--- src/rtl/seven_seg_pkg.sv ---
// Shared types, blank pattern and hex-to-segment table for the seven-segment scan driver.
package seven_seg_pkg;

  typedef logic [6:0] seg_t;

  localparam seg_t SEG_BLANK = 7'h7F;

  // Active-low {g,f,e,d,c,b,a}; entry 0 is the rightmost element of the concatenation.
  localparam logic [15:0][6:0] HEX_SEG = {
    7'h0E, 7'h06, 7'h21, 7'h46,   // F E d C
    7'h03, 7'h08, 7'h10, 7'h00,   // b A 9 8
    7'h78, 7'h02, 7'h12, 7'h19,   // 7 6 5 4
    7'h30, 7'h24, 7'h79, 7'h40    // 3 2 1 0
  };

  function automatic seg_t hex2seg(input logic [3:0] nibble);
    return HEX_SEG[nibble];
  endfunction

endpackage

--- src/rtl/seven_seg_scan_driver_if.sv ---
// Host-side value/control inputs and board-side display pins of the scan driver.
interface seven_seg_scan_driver_if #(
  parameter int unsigned DIGITS = 8
);

  logic [4*DIGITS-1:0] values;
  logic                load;
  logic [DIGITS-1:0]   display_enable;
  logic [DIGITS-1:0]   dp;
  logic [3:0]          brightness;
  logic [6:0]          segments;
  logic                dp_n;
  logic [DIGITS-1:0]   anodes;
  logic                frame_tick;

  modport master (
    output values, load, display_enable, dp, brightness,
    input  segments, dp_n, anodes, frame_tick
  );

  modport slave (
    input  values, load, display_enable, dp, brightness,
    output segments, dp_n, anodes, frame_tick
  );

endinterface

--- src/rtl/seven_seg_lzb.sv ---
// Leading-zero blank mask: digit i>0 is blanked when all enabled nibbles at or above i are zero.
module seven_seg_lzb #(
  parameter int unsigned DIGITS = 8
) (
  input  logic [4*DIGITS-1:0] active,
  input  logic [DIGITS-1:0]   display_enable,
  output logic [DIGITS-1:0]   blank_mask
);

  logic seen_nonzero;

  // Walk from the most significant digit down; digit 0 is never blanked.
  always_comb begin
    blank_mask   = '0;
    seen_nonzero = 1'b0;
    for (int unsigned i = DIGITS - 1; i > 0; i--) begin
      if (display_enable[i] && (active[4*i +: 4] != 4'h0)) begin
        seen_nonzero = 1'b1;
      end
      blank_mask[i] = ~seen_nonzero;
    end
  end

endmodule

--- src/rtl/seven_seg_scan_driver.sv ---
// Time-multiplexed hex scan driver: double-buffered values, decimal points, PWM brightness,
// frame strobe. Define SEVEN_SEG_LZB_EN to enable leading-zero blanking.
module seven_seg_scan_driver
  import seven_seg_pkg::*;
#(
  parameter int unsigned DIGITS        = 8,
  parameter int unsigned SCAN_DIV_LOG2 = 14
) (
  input logic                   clk,
  input logic                   reset_n,
  seven_seg_scan_driver_if.slave bus
);

  localparam int unsigned      IDX_W    = (DIGITS > 1) ? $clog2(DIGITS) : 1;
  localparam logic [IDX_W-1:0] LAST_IDX = IDX_W'(DIGITS - 1);

  logic [SCAN_DIV_LOG2-1:0] prescaler;
  logic [IDX_W-1:0]         idx;
  logic [4*DIGITS-1:0]      shadow;
  logic [4*DIGITS-1:0]      active;
  logic                     pending;

  logic                     slot_end;
  logic                     boundary;
  logic [3:0]               duty_phase;
  logic                     lit;
  logic [DIGITS-1:0]        blank_mask;
  logic [DIGITS-1:0]        sel_onehot;
  logic [3:0]               nibble;

  logic [6:0]               segments_q;
  logic                     dp_n_q;
  logic [DIGITS-1:0]        anodes_q;
  logic                     frame_tick_q;

  assign slot_end   = &prescaler;
  assign boundary   = slot_end && (idx == LAST_IDX);
  assign duty_phase = prescaler[SCAN_DIV_LOG2-1 -: 4];

  always_ff @(posedge clk or negedge reset_n) begin
    if (!reset_n) begin
      prescaler <= '0;
      idx       <= '0;
    end else begin
      prescaler <= prescaler + 1'b1;
      if (slot_end) begin
        idx <= (idx == LAST_IDX) ? '0 : idx + 1'b1;
      end
    end
  end

  // A load landing on the boundary cycle still commits the previous shadow and stays pending.
  always_ff @(posedge clk or negedge reset_n) begin
    if (!reset_n) begin
      shadow  <= '0;
      active  <= '0;
      pending <= 1'b0;
    end else begin
      if (boundary && pending) begin
        active <= shadow;
      end
      if (bus.load) begin
        shadow  <= bus.values;
        pending <= 1'b1;
      end else if (boundary) begin
        pending <= 1'b0;
      end
    end
  end

`ifdef SEVEN_SEG_LZB_EN
  seven_seg_lzb #(
    .DIGITS(DIGITS)
  ) u_lzb (
    .active        (active),
    .display_enable(bus.display_enable),
    .blank_mask    (blank_mask)
  );
`else
  assign blank_mask = '0;
`endif

  // Forcing dark on slot_end gives the one-cycle all-high gap at every idx change.
  always_comb begin
    sel_onehot      = '0;
    sel_onehot[idx] = 1'b1;
    nibble          = active[4*idx +: 4];
    lit             = bus.display_enable[idx] && (duty_phase <= bus.brightness)
                      && !slot_end && !blank_mask[idx];
  end

  always_ff @(posedge clk or negedge reset_n) begin
    if (!reset_n) begin
      segments_q   <= SEG_BLANK;
      dp_n_q       <= 1'b1;
      anodes_q     <= '1;
      frame_tick_q <= 1'b0;
    end else begin
      segments_q   <= lit ? hex2seg(nibble) : SEG_BLANK;
      dp_n_q       <= ~(lit && bus.dp[idx]);
      anodes_q     <= lit ? ~sel_onehot : '1;
      frame_tick_q <= boundary;
    end
  end

  assign bus.segments   = segments_q;
  assign bus.dp_n       = dp_n_q;
  assign bus.anodes     = anodes_q;
  assign bus.frame_tick = frame_tick_q;

endmodule

--- src/flat_wrapper.sv ---
// flat-port wrapper written by rule: the top's interface ports become plain ports
module seven_seg_scan_driver_flat import seven_seg_pkg::*;
#(
  parameter int unsigned DIGITS        = 8,
  parameter int unsigned SCAN_DIV_LOG2 = 14
)
  (clk, reset_n, bus_values, bus_load, bus_display_enable, bus_dp, bus_brightness, bus_segments, bus_dp_n, bus_anodes, bus_frame_tick);
  seven_seg_scan_driver_if #(.DIGITS(DIGITS)) bus_i ();
  input logic clk;
  input logic reset_n;
  input wire logic [$bits(bus_i.values)-1:0] bus_values;
  input wire logic [$bits(bus_i.load)-1:0] bus_load;
  input wire logic [$bits(bus_i.display_enable)-1:0] bus_display_enable;
  input wire logic [$bits(bus_i.dp)-1:0] bus_dp;
  input wire logic [$bits(bus_i.brightness)-1:0] bus_brightness;
  output wire logic [$bits(bus_i.segments)-1:0] bus_segments;
  output wire logic [$bits(bus_i.dp_n)-1:0] bus_dp_n;
  output wire logic [$bits(bus_i.anodes)-1:0] bus_anodes;
  output wire logic [$bits(bus_i.frame_tick)-1:0] bus_frame_tick;
  assign bus_i.values = bus_values;
  assign bus_i.load = bus_load;
  assign bus_i.display_enable = bus_display_enable;
  assign bus_i.dp = bus_dp;
  assign bus_i.brightness = bus_brightness;
  assign bus_segments = bus_i.segments;
  assign bus_dp_n = bus_i.dp_n;
  assign bus_anodes = bus_i.anodes;
  assign bus_frame_tick = bus_i.frame_tick;
  seven_seg_scan_driver #(.DIGITS(DIGITS), .SCAN_DIV_LOG2(SCAN_DIV_LOG2)) u_core (.clk(clk), .reset_n(reset_n), .bus(bus_i));
endmodule
--- config.mk ---
export PLATFORM = sky130hd
export DESIGN_NAME = seven_seg_scan_driver_flat
export DESIGN_NICKNAME = d
export VERILOG_FILES = /design/src/rtl/seven_seg_pkg.sv /design/src/rtl/seven_seg_scan_driver_if.sv /design/src/rtl/seven_seg_lzb.sv /design/src/rtl/seven_seg_scan_driver.sv /design/src/flat_wrapper.sv
export SDC_FILE = /design/constraint.sdc
export NUM_CORES = 1
export LEC_CHECK = 0
export CAP_MARGIN = 15
export CORE_UTILIZATION = 68
export DETAILED_ROUTE_END_ITERATION = 16
export DONT_BUFFER_PORTS = 1
export GPL_ROUTABILITY_DRIVEN = 0
export PLACE_DENSITY = 0.84
export SETUP_SLACK_MARGIN = 0.3
export SLEW_MARGIN = 20
export SYNTH_ARGS = -nofsm -noshare
export SYNTH_HDL_FRONTEND = slang
export SYNTH_SLANG_ARGS = --single-unit
--- constraint.sdc ---
create_clock -name clk -period 4.85 [get_ports clk]
set_clock_uncertainty 0.1 [all_clocks]
set_input_delay 1.2125 -clock clk [delete_from_list [all_inputs] [get_ports clk]]
set_output_delay 1.2125 -clock clk [all_outputs]
set_load 0.05 [all_outputs]
### Yosys cells after proc, flatten, opt, wreduce, memory -nomap -nowiden

Memories as Yosys holds them, arrays and structs flattened.
Index checks and enable logic that the tools add are counted.

| word-level totals | value |
|---|---|
| output and inout bits | 17 |
| bits in registers | 99 |
| ROM bits | 120 |
| logic and storage cells | 45 |
| memories | 2 |

Memories:

| name | words | bits a word | read ports | clocked after memory_dff | write ports | line | source |
|---|---|---|---|---|---|---|---|
| (name not given) | 16 | 7 | 1 | 0 | 0 | seven_seg_pkg.sv:17 | `return HEX_SEG[nibble];` |
| (name not given) | 8 | 1 | 1 | 0 | 0 | seven_seg_scan_driver.sv:89 | `&& !slot_end && !blank_mask[idx];` |

| operators by class | value |
|---|---|
| order comparisons | 4 |
| muxes and demuxes | 13 |
| reductions and logical operators | 11 |
| shifts and indexed selects | 1 |
| add/sub/neg operators | 2 |
| bitwise logic cells | 2 |
| eq/ne operators | 1 |

Operators by type and width:

| cell | count |
|---|---|
| $shiftx A32 B6 Y4 | 1 |
| $add A14 B1 Y14 const B | 1 |
| $mux W7 | 2 |
| $reduce_and A14 Y1 | 1 |
| $mux W8 | 1 |
| $not A8 Y8 | 1 |
| $logic_and A1 B1 Y1 | 7 |
| $bmux W1 S3 | 2 |
| $mux W1 | 6 |
| $lt A4 B5 Y1 const B | 1 |
| $le A4 B4 Y1 | 1 |
| $lt A3 B4 Y1 const B | 1 |
| $add A3 B1 Y3 const B | 1 |
| $demux W1 S3 | 1 |
| $eq A3 B3 Y1 const B | 1 |
| $ge A3 B1 Y1 const B | 1 |
| $mux W3 | 1 |
| $logic_not A1 Y1 | 2 |
| $reduce_bool A2 Y1 | 1 |
| $not A1 Y1 | 1 |

### Depth between registers and ports, before layout

Gate-level depths: netlist of run 1.

| logic depth | value |
|---|---|
| depth in word-level cells | 7 |
| mapped depth | 10 |
| gate-level depth less buffers | 9 |

### Worst setup path before layout of run 1

Ideal clock, no wire load.

| timing path | value |
|---|---|
| path type | input -> register |
| from | in bus_brightness[2] |
| to | reg u_core.segments_q[5], in the netlist u_core.bus.segments[5] |
| stages on the path | 9 |
| arrival | 2.489 ns |
| slack | 2.171 ns |
| library setup time | 0.090 ns |
| data required time | 4.660 ns |
| cells stage by stage | inv_1 ha_1 a21oi_1 o22ai_1 o22ai_1 and4b_1 clkbuf_1 buf_2 o211ai_1 |

| on the way | value |
|---|---|
| word-level cells in the longest chain between the ends | 5 |

RTL lines:

| item | line | source |
|---|---|---|
| start: declaration | flat_wrapper.sv:15 | `input wire logic [$bits(bus_i.brightness)-1:0] bus_brightness;` |
| $le A4 B4 Y1 | seven_seg_scan_driver.sv:88 | `lit = bus.display_enable[idx] && (duty_phase <= bus.brightness)` |
| $logic_and A1 B1 Y1 | seven_seg_scan_driver.sv:88 |  |
| $logic_and A1 B1 Y1 (2 in a row) | seven_seg_scan_driver.sv:89 |  |
| $mux W7 | seven_seg_scan_driver.sv:99 | `segments_q <= lit ? hex2seg(nibble) : SEG_BLANK;` |
| end signal: assignment | seven_seg_scan_driver.sv:99 |  |
| end: declaration | seven_seg_scan_driver.sv:31 | `logic [6:0] segments_q;` |

Every way passes these cells.
A chain may end at the register's enable or synchronous reset.

### Worst setup path after layout of run 1

| timing path | value |
|---|---|
| from | reg u_core.idx[0] |
| to | reg u_core.segments_q[1], in the netlist u_core.bus.segments[1] |

| on the way | value |
|---|---|
| word-level cells in the longest chain between the ends | 6 |
| elaborated cells on any way between the ends | 12 |
| classes of those cells | shift (1); mux (5); reduce/logical (4); memory (2) |

RTL lines:

| item | line | source |
|---|---|---|
| start: declaration | seven_seg_scan_driver.sv:18 | `logic [IDX_W-1:0] idx;` |
| start signal: assignment | seven_seg_scan_driver.sv:47 | `idx <= (idx == LAST_IDX) ? '0 : idx + 1'b1;` |
| branches (longest 5 deep; another with $mem_v2 Z16 W7) | n/a |  |
| $mux W7 * | seven_seg_scan_driver.sv:99 |  |

Every way passes the cells marked *. The select of a mux whose other input is x is not followed.

==> impl_results.md, run 1 <==
* Final WL at a little under 7000 µm
* CTS resizes at 0
* DP Wirelength at approximately 4900 µm
* Die Area at 0.006882 mm²
* Crit-path slowest cell: dfrtp_1
* Vias in the first global route at approximately 2,600
* Worst IR Drop VDD at 0.0002641 V
* # hold bufs at CTS at 0
* Worst min path class: register to register
* # DRC at 0
* Reg area at ~0.0025 mm²
* CP max FO at 23
* Crit path kind: register to register
* Antenna cells at 0
* Row count at 29
* Max Cap Viol at 0
* Clk slew on worst S/H paths at 0.09 ns
* Fin Setup TNS at 0 ns
* Leakage at ~0.0022 µW
* Final setup vio count at 0
* Worst Hold Depth at 1
* Run status: completed
* Area Growth Syn to Fin at 4.323%
* Clock net sink count at 99
* Slowest Stage Delay on Critical Path at 0.89 ns
* Arrival time at the worst endpoint at about 3.2 ns
* Crit path capture type: register
* Initial antenna violation count at 0
* Share of post-route cells with drive strength above 1 at about a third
* TritonCTS clock tree: built
* Cell Chain, Critical Path: mux4_1, mux2i_1, mux2_1, nand2_1, o311ai_0
* Vias at about 2,500
* Starting Density at a little over two thirds
* Worst Setup Start Kind: register
* Mapped Cells at approximately 330
* Mapped Nets at slightly below 400
* Multi-input logic area at approximately 0.0018 mm²
* Port bufs at 0
* Post-CTS setup buffer count at 0
* Yosys warning count at 0
* Routed Antenna Nets at 0
* Final Hold Vio Count at 0
* Req. time, crit path at roughly 5.0 ns
* DR pass1 iterations at 4
* Core footprint at between 0.006 and 0.007 mm²
* Final period util at about 63%
* GRT Util Overall at around 23%
* H-tree levels at 3
* CTS Root Cell: clkbuf_8
* R2R depth at 5
* Num CTS Buffers at 9
* Max-slew violation count at 0
* Initial DRC count at approximately 120
* Grt ovf at 0
* Filler Cell Count at 424
* Distinct cells, synth at 43
* Post-Syn Area per Cell at about 14 µm²
* Final Core Density at between 70% and 80%
* First-pass GRT wire length at roughly 12,000 µm
* RSZ-0062 raised after global routing: no
* Tightest Pin Transition at 0.9472 ns
* Largest net degree at the start of global routing at 100
* Via/cell ratio at around 6.2
* Vert. Die Dim at 82.96 µm
* Post-synthesis cell area at approximately 0.0045 mm²
* Chip width at roughly 83 µm
* Nets at about 390
* Register bit count reported by yosys at 99
* Routed length per instance at 17.16 µm
* Pwr per Cell Area at 313.4 mW/mm²
* Clk_lat worst skew at approximately 0.37 ns
* Maximum clock frequency at roughly 330 MHz
* CTS max path bufs at 2
* Seq/Total Area, Yosys at between 50 and 60%
* Slew HR at 35.05%
* # IOs at just over 70
* Tmin final at about 3.1 ns
==> cells in the final DEF, fill, tap and decap left out, types with 4 or more instances in the layout <==
master | Yosys | final
clkbuf_8 | 0 | 9
xnor2_1 | 6 | 6
dfrtp_1 | 83 | 83
ha_1 | 12 | 12
xor2_1 | 6 | 6
nand3_1 | 11 | 11
o211ai_1 | 4 | 4
dfstp_2 | 16 | 16
nor2_1 | 11 | 11
inv_1 | 13 | 13
nand2_1 | 15 | 15
o21ai_0 | 5 | 5
mux2_2 | 66 | 66
o22ai_1 | 4 | 4
mux2i_1 | 13 | 13
nand3b_1 | 5 | 5
==> path summary, 6_finish.rpt <==
kind | slack (ns) | endpoint | start
max | 1.78 | u_core.bus.segments[1] | u_core.idx[0]
min | 0.38 | u_core.prescaler[7] | u_core.prescaler[7]
max reg2reg | 1.78 | u_core.bus.segments[1] | u_core.idx[0]
min reg2reg | 0.38 | u_core.prescaler[7] | u_core.prescaler[7]
max in group asynchronous | 3.97 | u_core.bus.anodes[5] | reset_n
min in group asynchronous | 0.43 | u_core.prescaler[7] | reset_n
==> report_power, final <==
group,leakage [µW],switching [µW],internal [µW]
combinational,0.000822,11.8,28.2
sequential,0.00124,31.6,860
clock,0.0000934,284,241
total,0.00215,328,1130
==> layer usage <==
layer	GRT usage, %	vias up	wire [µm]
met3	6.064	16	410
met4	11.29	0	161
li1	-	1150	-
met5	0	-	0
met2	36.14	88	3363
met1	29.65	1241	2946
==> registers in the layout, summed over array words and instances (netlist names) <==
signal / cells
u_core.active: 32
u_core.shadow: 32
u_core.prescaler: 14
u_core.bus.anodes: 8
u_core.bus.segments: 7
u_core.idx: 3
u_core.bus.dp_n: 1
u_core.bus.frame_tick: 1
u_core.pending: 1
==> worst max-delay path: cells and delay by family, from the launching register on <==
| kind | cells | cell delay [ns] |
|---|---|---|
| AOI/OAI and AO/OA | 1 | 0.12 |
| DFF | 1 | 0.89 |
| muxes | 3 | 1.78 |
| and+or+nand+nor | 1 | 0.06 |
==> synth_stat cells (all sizes together) <==
library cell  count  area share (%)
a211oi            1            0.17
a21o              1            0.17
a21oi             2            0.22
a22o              1            0.20
a22oi             2            0.34
and2              1            0.14
and3              1            0.14
and4b             1            0.22
buf              10             1.7
clkbuf            7            0.62
dfrtp            83              47
dfstp            16             9.4
ha               12             3.4
inv              13             1.1
mux2             70              18
mux2i            13             2.9
mux4              6             3.3
nand2            15             1.3
nand2b            2            0.28
nand3            12             1.6
nand3b            5            0.84
nand4             3            0.42
nor2             11            0.93
nor2b             3            0.42
o211ai            4            0.67
o21ai             6            0.67
o221ai            2            0.39
o22a              1            0.20
o22ai             4            0.56
o311ai            2            0.39
or2               1            0.14
or2b              1            0.17
or3               1            0.14
xnor2             6             1.2
xor2              6             1.2
==> cell families (layout without fill, tap and decap cells) <==
group | after synthesis | after routing | synth area share, %
AOI/OAI and AO/OA | 26 | 26 | 3.987
buffers and inverters | 30 | 29 | 3.453
xor gates and xnor gates | 12 | 12 | 2.358
DFF | 99 | 99 | 56.04
adders and majority gates | 12 | 12 | 3.369
muxes | 89 | 89 | 24.06
and+or+nand+nor | 57 | 57 | 6.738
==> metrics by stage <==
stage	instances	hold slack (ns)	setup WS, ns	total power, µW	instance area (µm²)
floorplan	325	0.3417	2.171	940.7	4457
global placement	385	0.3596	1.882	944.2	4448
detailed placement	385	0.3722	1.740	948.6	4448
CTS	401	0.3865	1.753	1474	4649
global route	401	0.3945	1.493	1512	4649
finish	401	0.3821	1.776	1457	4649
==> cell type report <==
type,instances,area share [%]
multi-input cells,196,38.83
well taps,77,2.072
clock buffers,9,2.664
inverters,13,1.050
clock inverters,7,1.668
flip-flops and latches,99,53.71
Power figures use the tool's default switching activity.
==> inputs of run 2 (changes only) <==
--- a/config.mk
+++ b/config.mk
@@ -6,11 +6,11 @@
 export NUM_CORES = 1
 export LEC_CHECK = 0
 export CAP_MARGIN = 15
-export CORE_UTILIZATION = 68
+export CORE_UTILIZATION = 63
 export DETAILED_ROUTE_END_ITERATION = 16
 export DONT_BUFFER_PORTS = 1
 export GPL_ROUTABILITY_DRIVEN = 0
-export PLACE_DENSITY = 0.84
+export PLACE_DENSITY = 0.79
 export SETUP_SLACK_MARGIN = 0.3
 export SLEW_MARGIN = 20
 export SYNTH_ARGS = -nofsm -noshare
==> constraint.sdc (replaced) <==
create_clock -name clk -period 2.85 [get_ports clk]
set_clock_uncertainty 0.1 [all_clocks]
set_input_delay 0.7125 -clock clk [delete_from_list [all_inputs] [get_ports clk]]
set_output_delay 0.7125 -clock clk [all_outputs]
set_load 0.05 [all_outputs]
==> impl_results.md, run 2 (same netlist as run 1, synthesis figures left out) <==
* Run status: finished with violations
* Failing checks: negative hold slack
* Tightest Pin Transition at 0.5371 ns (-0.4100 ns)
* Routed length per instance at 16.94 µm (-1.3%)
* Worst min path class: input pin to async pin
* Maximum clock frequency at 426.5 MHz (+31%)
* TritonCTS clock tree: built
* Flop2flop setup slack at 0.51 ns (-1.27 ns)
* Req. time, crit path at 3.00 ns (-2.00 ns)
* Num CTS Buffers at 9 (unchanged)
* Crit path kind: register to register
* First-pass GRT wire length at 12,280 µm (+0.62%)
* Max-slew violation count at 0 (unchanged)
* Most frequent cells in the layout: 82 x dfrtp_1, 66 x mux2_2, 16 x dfstp_2
* Port bufs at 0 (unchanged)
* Hold WS at -0.06410 ns (-0.4462 ns)
* R2r startpoint: u_core.prescaler[0]
* Via/cell ratio at 5.800 (-6.8%)
* Worst IR Drop VDD at 0.0003803 V (+44%)
* Tmin final at 2.345 ns (-0.7300 ns)
* Vias in the first global route at 2,591 (+0.039%)
* Pwr per Cell Area at 521.3 mW/mm² (+66%)
* Area Growth Syn to Fin at 6.794%
* CP startpoint: u_core.prescaler[0]
* Vias at 2,494 (-0.040%)
* Max Cap Viol at 0 (unchanged)
* Arrival time at the worst endpoint at 2.49 ns (-0.74 ns)
* Core footprint at 0.006832 mm² (+7.6%)
* Clock net sink count at 99 (unchanged)
* Crit path capture type: register
* Largest net degree at the start of global routing at 100 (unchanged)
* Slew HR at 64.16% (+29 points)
* DP Wirelength at 4920 µm (about the same)
* Antenna cells at 0 (unchanged)
* RSZ-0062 raised after global routing: yes
* CTS max path bufs at 2 (unchanged)
* # IOs at 72 (unchanged)
* Final Hold Vio Count at 83 (+83)
* Final period util at 82.26% (+19 points)
* Share of post-route cells with drive strength above 1 at 34.73% (+2.3 points)
* Clk slew on worst S/H paths at 0.09 ns (about the same)
* Worst Setup Start Kind: register
* Dpl cells at 411 (+6.8%)
* Nets at 396 (+2.6%)
* Die Area at 0.007415 mm² (+7.8%)
* Initial DRC count at 119 (-4.0%)
* DR pass1 iterations at 4 (unchanged)
* Most common cell after layout, fill and taps aside: dfrtp_1
* # DRC at 0 (unchanged)
* CP max FO at 16 (-30%)
* Row count at 30 (+3.4%)
* Chip width at 86.11 µm (+3.8%)
* Biggest regs: u_core.active (32), u_core.shadow (32), u_core.prescaler (14)
* GRT Util Overall at 21.74% (-1.1 points)
* R2R depth at 6 (+1)
* Initial antenna violation count at 0 (unchanged)
* Final WL at 7283 µm (+5.8%)
* Grt ovf at 0 (unchanged)
* Starting Density at 65.24% (-4.9 points)
* H-tree levels at 3 (unchanged)
* Fin Setup TNS at 0 ns (unchanged)
* Vert. Die Dim at 86.11 µm (+3.8%)
* Clk_lat worst skew at 0.36 ns (about the same)
* Leakage at 0.002195 µW (+2.0%)
* CTS Root Cell: clkbuf_8
* Final setup vio count at 0 (unchanged)
* Worst r2r dst: u_core.bus.segments[1]
* Routed Antenna Nets at 0 (unchanged)
* Finished Layout Cells at 430 (+7.2%)
==> run 2: changes by cell type in the layout (fill, tap and decap cells not counted), sizes merged <==
cell / previous run / this run
buf: 0 / 9
nand3: 12 / 13
==> run 2: report_power, final <==
group          switching, µW  total, µW  internal, µW  leakage (µW)
logic                   19.8       67.7          47.9      0.000868
registers               51.9       1510          1460       0.00123
clock network            487        898           411     0.0000934
total                    559       2480          1920       0.00219
==> run 2: what timing repair did <==
item | CTS | global route
gates resized for setup | 1 | 1
cloned | 0 | 1
setup endpoints to repair | 1 | 33
pin swaps | 0 | 0
endpoints found under the hold margin | 83 | 83
setup buffers | 0 | 2
==> run 2: cell type report <==
class                      instances  area, µm²
inverter                          13      48.80
clock buffer                       9      123.9
multi-input combinational        197       1823
fill                             510       2072
sequential                        99       2499
clock inverter                     7      77.57
tap                               96      120.1
timing repair buffer               9      67.56
==> run 2: per-stage QoR <==
stage	setup slack, ns	area (µm²)	utilization [%]	hold slack [ns]	power (µW)
finish	0.5055	4760	69.67	-0.06410	2481
global route	0.3004	4760	69.67	-0.08811	2570
CTS	0.3982	4727	69.19	-0.07545	2499
detailed placement	0.2850	4524	66.23	0.3202	1612
global placement	0.3649	4524	66.23	0.3202	1607
floorplan	0.4200	4457	-	0.3169	1601
==> run 2: per-layer routing <==
layer  vias to the layer above  part of all wire [%]  global-route usage, %
met5                         -                     0                      0
met4                         0                   1.3                  9.242
met3                        12                   5.4                  5.197
met2                        72                    48                  34.70
met1                      1240                    45                  28.71
li1                       1170                     -                      -
==> run 2: worst max-delay path, stage by stage, from the launching register on <==
cell,delay (ns)
dfrtp_1,0.42
ha_1,0.23
nand3_1,0.14
nor2_1,0.10
and3_1,0.34
and4b_1,0.67
o311ai_0,0.23
==> run 2: how the worst max path moves through the flow <==
stage	endpoint	slack, ns	cells past startpoint
2_1_floorplan	u_core.bus.segments[0]	0.42	8
3_3_place_gp	u_core.bus.segments[0]	0.36	8
4_1_cts	u_core.active[15]	0.40	6
3_5_place_dp	u_core.bus.segments[0]	0.28	8
6_report	u_core.bus.segments[1]	0.51	6
5_1_grt	u_core.bus.segments[1]	0.30	6
==> inputs of run 3 (changes only) <==
==> constraint.sdc (replaced) <==
create_clock -name clk -period 2.21 [get_ports clk]
set_clock_uncertainty 0.1 [all_clocks]
set_input_delay 0.5525 -clock clk [delete_from_list [all_inputs] [get_ports clk]]
set_output_delay 0.5525 -clock clk [all_outputs]
set_load 0.05 [all_outputs]
==> impl_results.md, run 3 (same netlist as run 1, synthesis figures left out) <==
* Starting Density at 65.24% (unchanged)
* Tmin final at 2.273 ns (-0.07181 ns)
* Num CTS Buffers at 9 (unchanged)
* Antenna cells at 0 (unchanged)
* Final setup vio count at 1 (+1)
* GRT Util Overall at 23.51% (+1.8 points)
* TritonCTS clock tree: built
* Run status: finished with violations
* Core footprint at 0.006832 mm² (unchanged)
* DP Wirelength at 5027 µm (+2.2%)
* Setup ws final at -0.06270 ns (-0.5682 ns)
* CP max FO at 5 (-11)
* Leakage at 0.002515 µW (+15%)
* Worst r2r dst: u_core.bus.segments[1]
* H-tree levels at 3 (unchanged)
* First-pass GRT wire length at 13,180 µm (+7.4%)
* CTS max path bufs at 2 (unchanged)
* Failing checks: negative hold slack, negative setup slack
* Worst Setup Start Kind: register
* CTS Root Cell: clkbuf_8
* Initial DRC count at 96 (-19%)
* Flop2flop setup slack at -0.06 ns (-0.57 ns)
* Final WL at 9212 µm (+26%)
* Max-slew violation count at 0 (unchanged)
* Routed Antenna Nets at 0 (unchanged)
* Worst min path class: input pin to async pin
* Hold WS at -0.2362 ns (-0.1721 ns)
* Initial antenna violation count at 0 (unchanged)
* Share of post-route cells with drive strength above 1 at 46.43% (+12 points)
* # IOs at 72 (unchanged)
* Crit-path slowest cell: dfrtp_1
* Clock net sink count at 99 (unchanged)
* Nets at 427 (+7.8%)
* Clk_lat worst skew at 0.37 ns (about the same)
* Row count at 30 (unchanged)
* Chip width at 86.11 µm (unchanged)
* Fin Setup TNS at -0.06270 ns (-0.06270 ns)
* Arrival time at the worst endpoint at 2.45 ns (-0.04 ns)
* Port bufs at 0 (unchanged)
* Grt ovf at 0 (unchanged)
* Crit path capture type: register
* Most common cell after layout, fill and taps aside: dfrtp_1
* Biggest regs: u_core.active (32), u_core.shadow (32), u_core.prescaler (14)
* Clk slew on worst S/H paths at 0.10 ns (about the same)
* Via/cell ratio at 5.957 (+2.7%)
* R2R depth at 9 (+3)
* Filler Cell Count at 376 (-26%)
* Worst IR Drop VDD at 0.0005136 V (+35%)
* Worst Path Buf+Inv at 2 (+2)
* Max Cap Viol at 0 (unchanged)
* Most frequent cells in the layout: 81 x dfrtp_1, 35 x mux2_4, 34 x mux2_2
* Tightest Pin Transition at 0.4558 ns (-0.08134 ns)
* Largest net degree at the start of global routing at 100 (unchanged)
* DR pass1 iterations at 4 (unchanged)
* Vert. Die Dim at 86.11 µm (unchanged)
* Req. time, crit path at 2.38 ns (-0.62 ns)
* Crit path kind: register to register
* Maximum clock frequency at 440.0 MHz (+3.2%)
* R2r startpoint: u_core.idx[1]
* Area Growth Syn to Fin at 21.73%
* RSZ-0062 raised after global routing: yes
* Pwr per Cell Area at 598.4 mW/mm² (+15%)
* Slew HR at 69.63% (+5.5 points)
* # DRC at 0 (unchanged)
* Routed length per instance at 20.03 µm (+18%)
* Final Hold Vio Count at 99 (+19%)
* Die Area at 0.007415 mm² (unchanged)
* Final period util at 102.8% (+21 points)
* Slowest Stage Delay on Critical Path at 0.44 ns (-0.23 ns)
* Vias at 2,740 (+9.9%)
* Largest delay share family, worst path: flip-flops
* Cell Chain, Critical Path: buf_4, or2_2, o22ai_1, a211oi_2, buf_4, ha_1, mux2_4, nand2_1, o311ai_1
* Cell mode on critical path: buf_4
* Vias in the first global route at 2,751 (+6.2%)
==> run 3: worst max path at each step <==
stage                        startpoint                endpoint  slack (ns)  cells past startpoint
after CTS                 u_core.idx[0]  u_core.bus.segments[5]        0.04                      8
after floorplan           u_core.idx[0]  u_core.bus.segments[5]       0.004                      8
after global routing      u_core.idx[1]  u_core.bus.segments[1]       -0.12                      9
after global placement    u_core.idx[0]  u_core.bus.segments[5]        0.09                      8
final                     u_core.idx[1]  u_core.bus.segments[1]       -0.06                      9
after detailed placement  u_core.idx[0]  u_core.bus.segments[5]        0.01                      8
==> run 3: routing by layer <==
layer	vias to the layer above	share of wire, %	wire length (µm)	GRT usage (%)
met5	-	0	0	0
met1	1400	43	3942	29.79
li1	1222	-	-	-
met3	22	5.0	459	5.294
met4	0	3.0	280	9.848
met2	96	49	4529	39.25
==> run 3: final cells by class <==
type | count | area [µm²] | area share (%)
timing repair buffer | 41 | 495.5 | 9.133
clock inverter | 5 | 61.31 | 1.130
multi-input combinational | 196 | 2062 | 38.01
inverter | 13 | 48.80 | 0.8994
sequential | 99 | 2500 | 46.08
tap | 96 | 120.1 | 2.214
clock buffer | 10 | 137.6 | 2.537
==> run 3: stage by stage <==
| step | utilization, % | instances | worst slack [ns] | cell area, µm² | power, µW |
|---|---|---|---|---|---|
| 5_1_grt | 79.41 | 460 | -0.1244 | 5425 | 3349 |
| 3_5_place_dp | 68.08 | 419 | 0.009516 | 4651 | 2083 |
| 4_1_cts | 74.01 | 446 | 0.03895 | 5056 | 3235 |
| 3_3_place_gp | 68.08 | 419 | 0.08548 | 4651 | 2075 |
| 2_1_floorplan | - | 325 | 0.004278 | 4506 | 2067 |
| 6_report | 79.41 | 460 | -0.06270 | 5425 | 3246 |
==> run 3: worst reg2reg max path: cells and delay by family (launching register included) <==
| family | cells | cell delay [ns] |
|---|---|---|
| AO/OA/AOI/OAI | 3 | 0.38 |
| adder cells (fa/ha/maj) | 1 | 0.31 |
| buffers and inverters | 2 | 0.34 |
| flip-flops | 1 | 0.44 |
| multiplexers | 1 | 0.26 |
| AND/OR/NAND/NOR | 2 | 0.36 |
==> run 3: repair_timing <==
item / 4_1_cts / 5_1_grt
resized for setup: 15 / 65
gates cloned: 3 / 2
endpoints found under the hold margin: 99 / 99
endpoints found under the setup margin: 48 / 48
pin swaps: 1 / 2
setup buffers: 9 / 12
==> run 3: where the power goes <==
group          switching, µW  internal, µW  leakage (µW)  total, µW
Clock                    638           552     0.0000910       1190
Sequential              71.2          1890       0.00123       1960
Combinational           30.1          68.1       0.00119       98.2
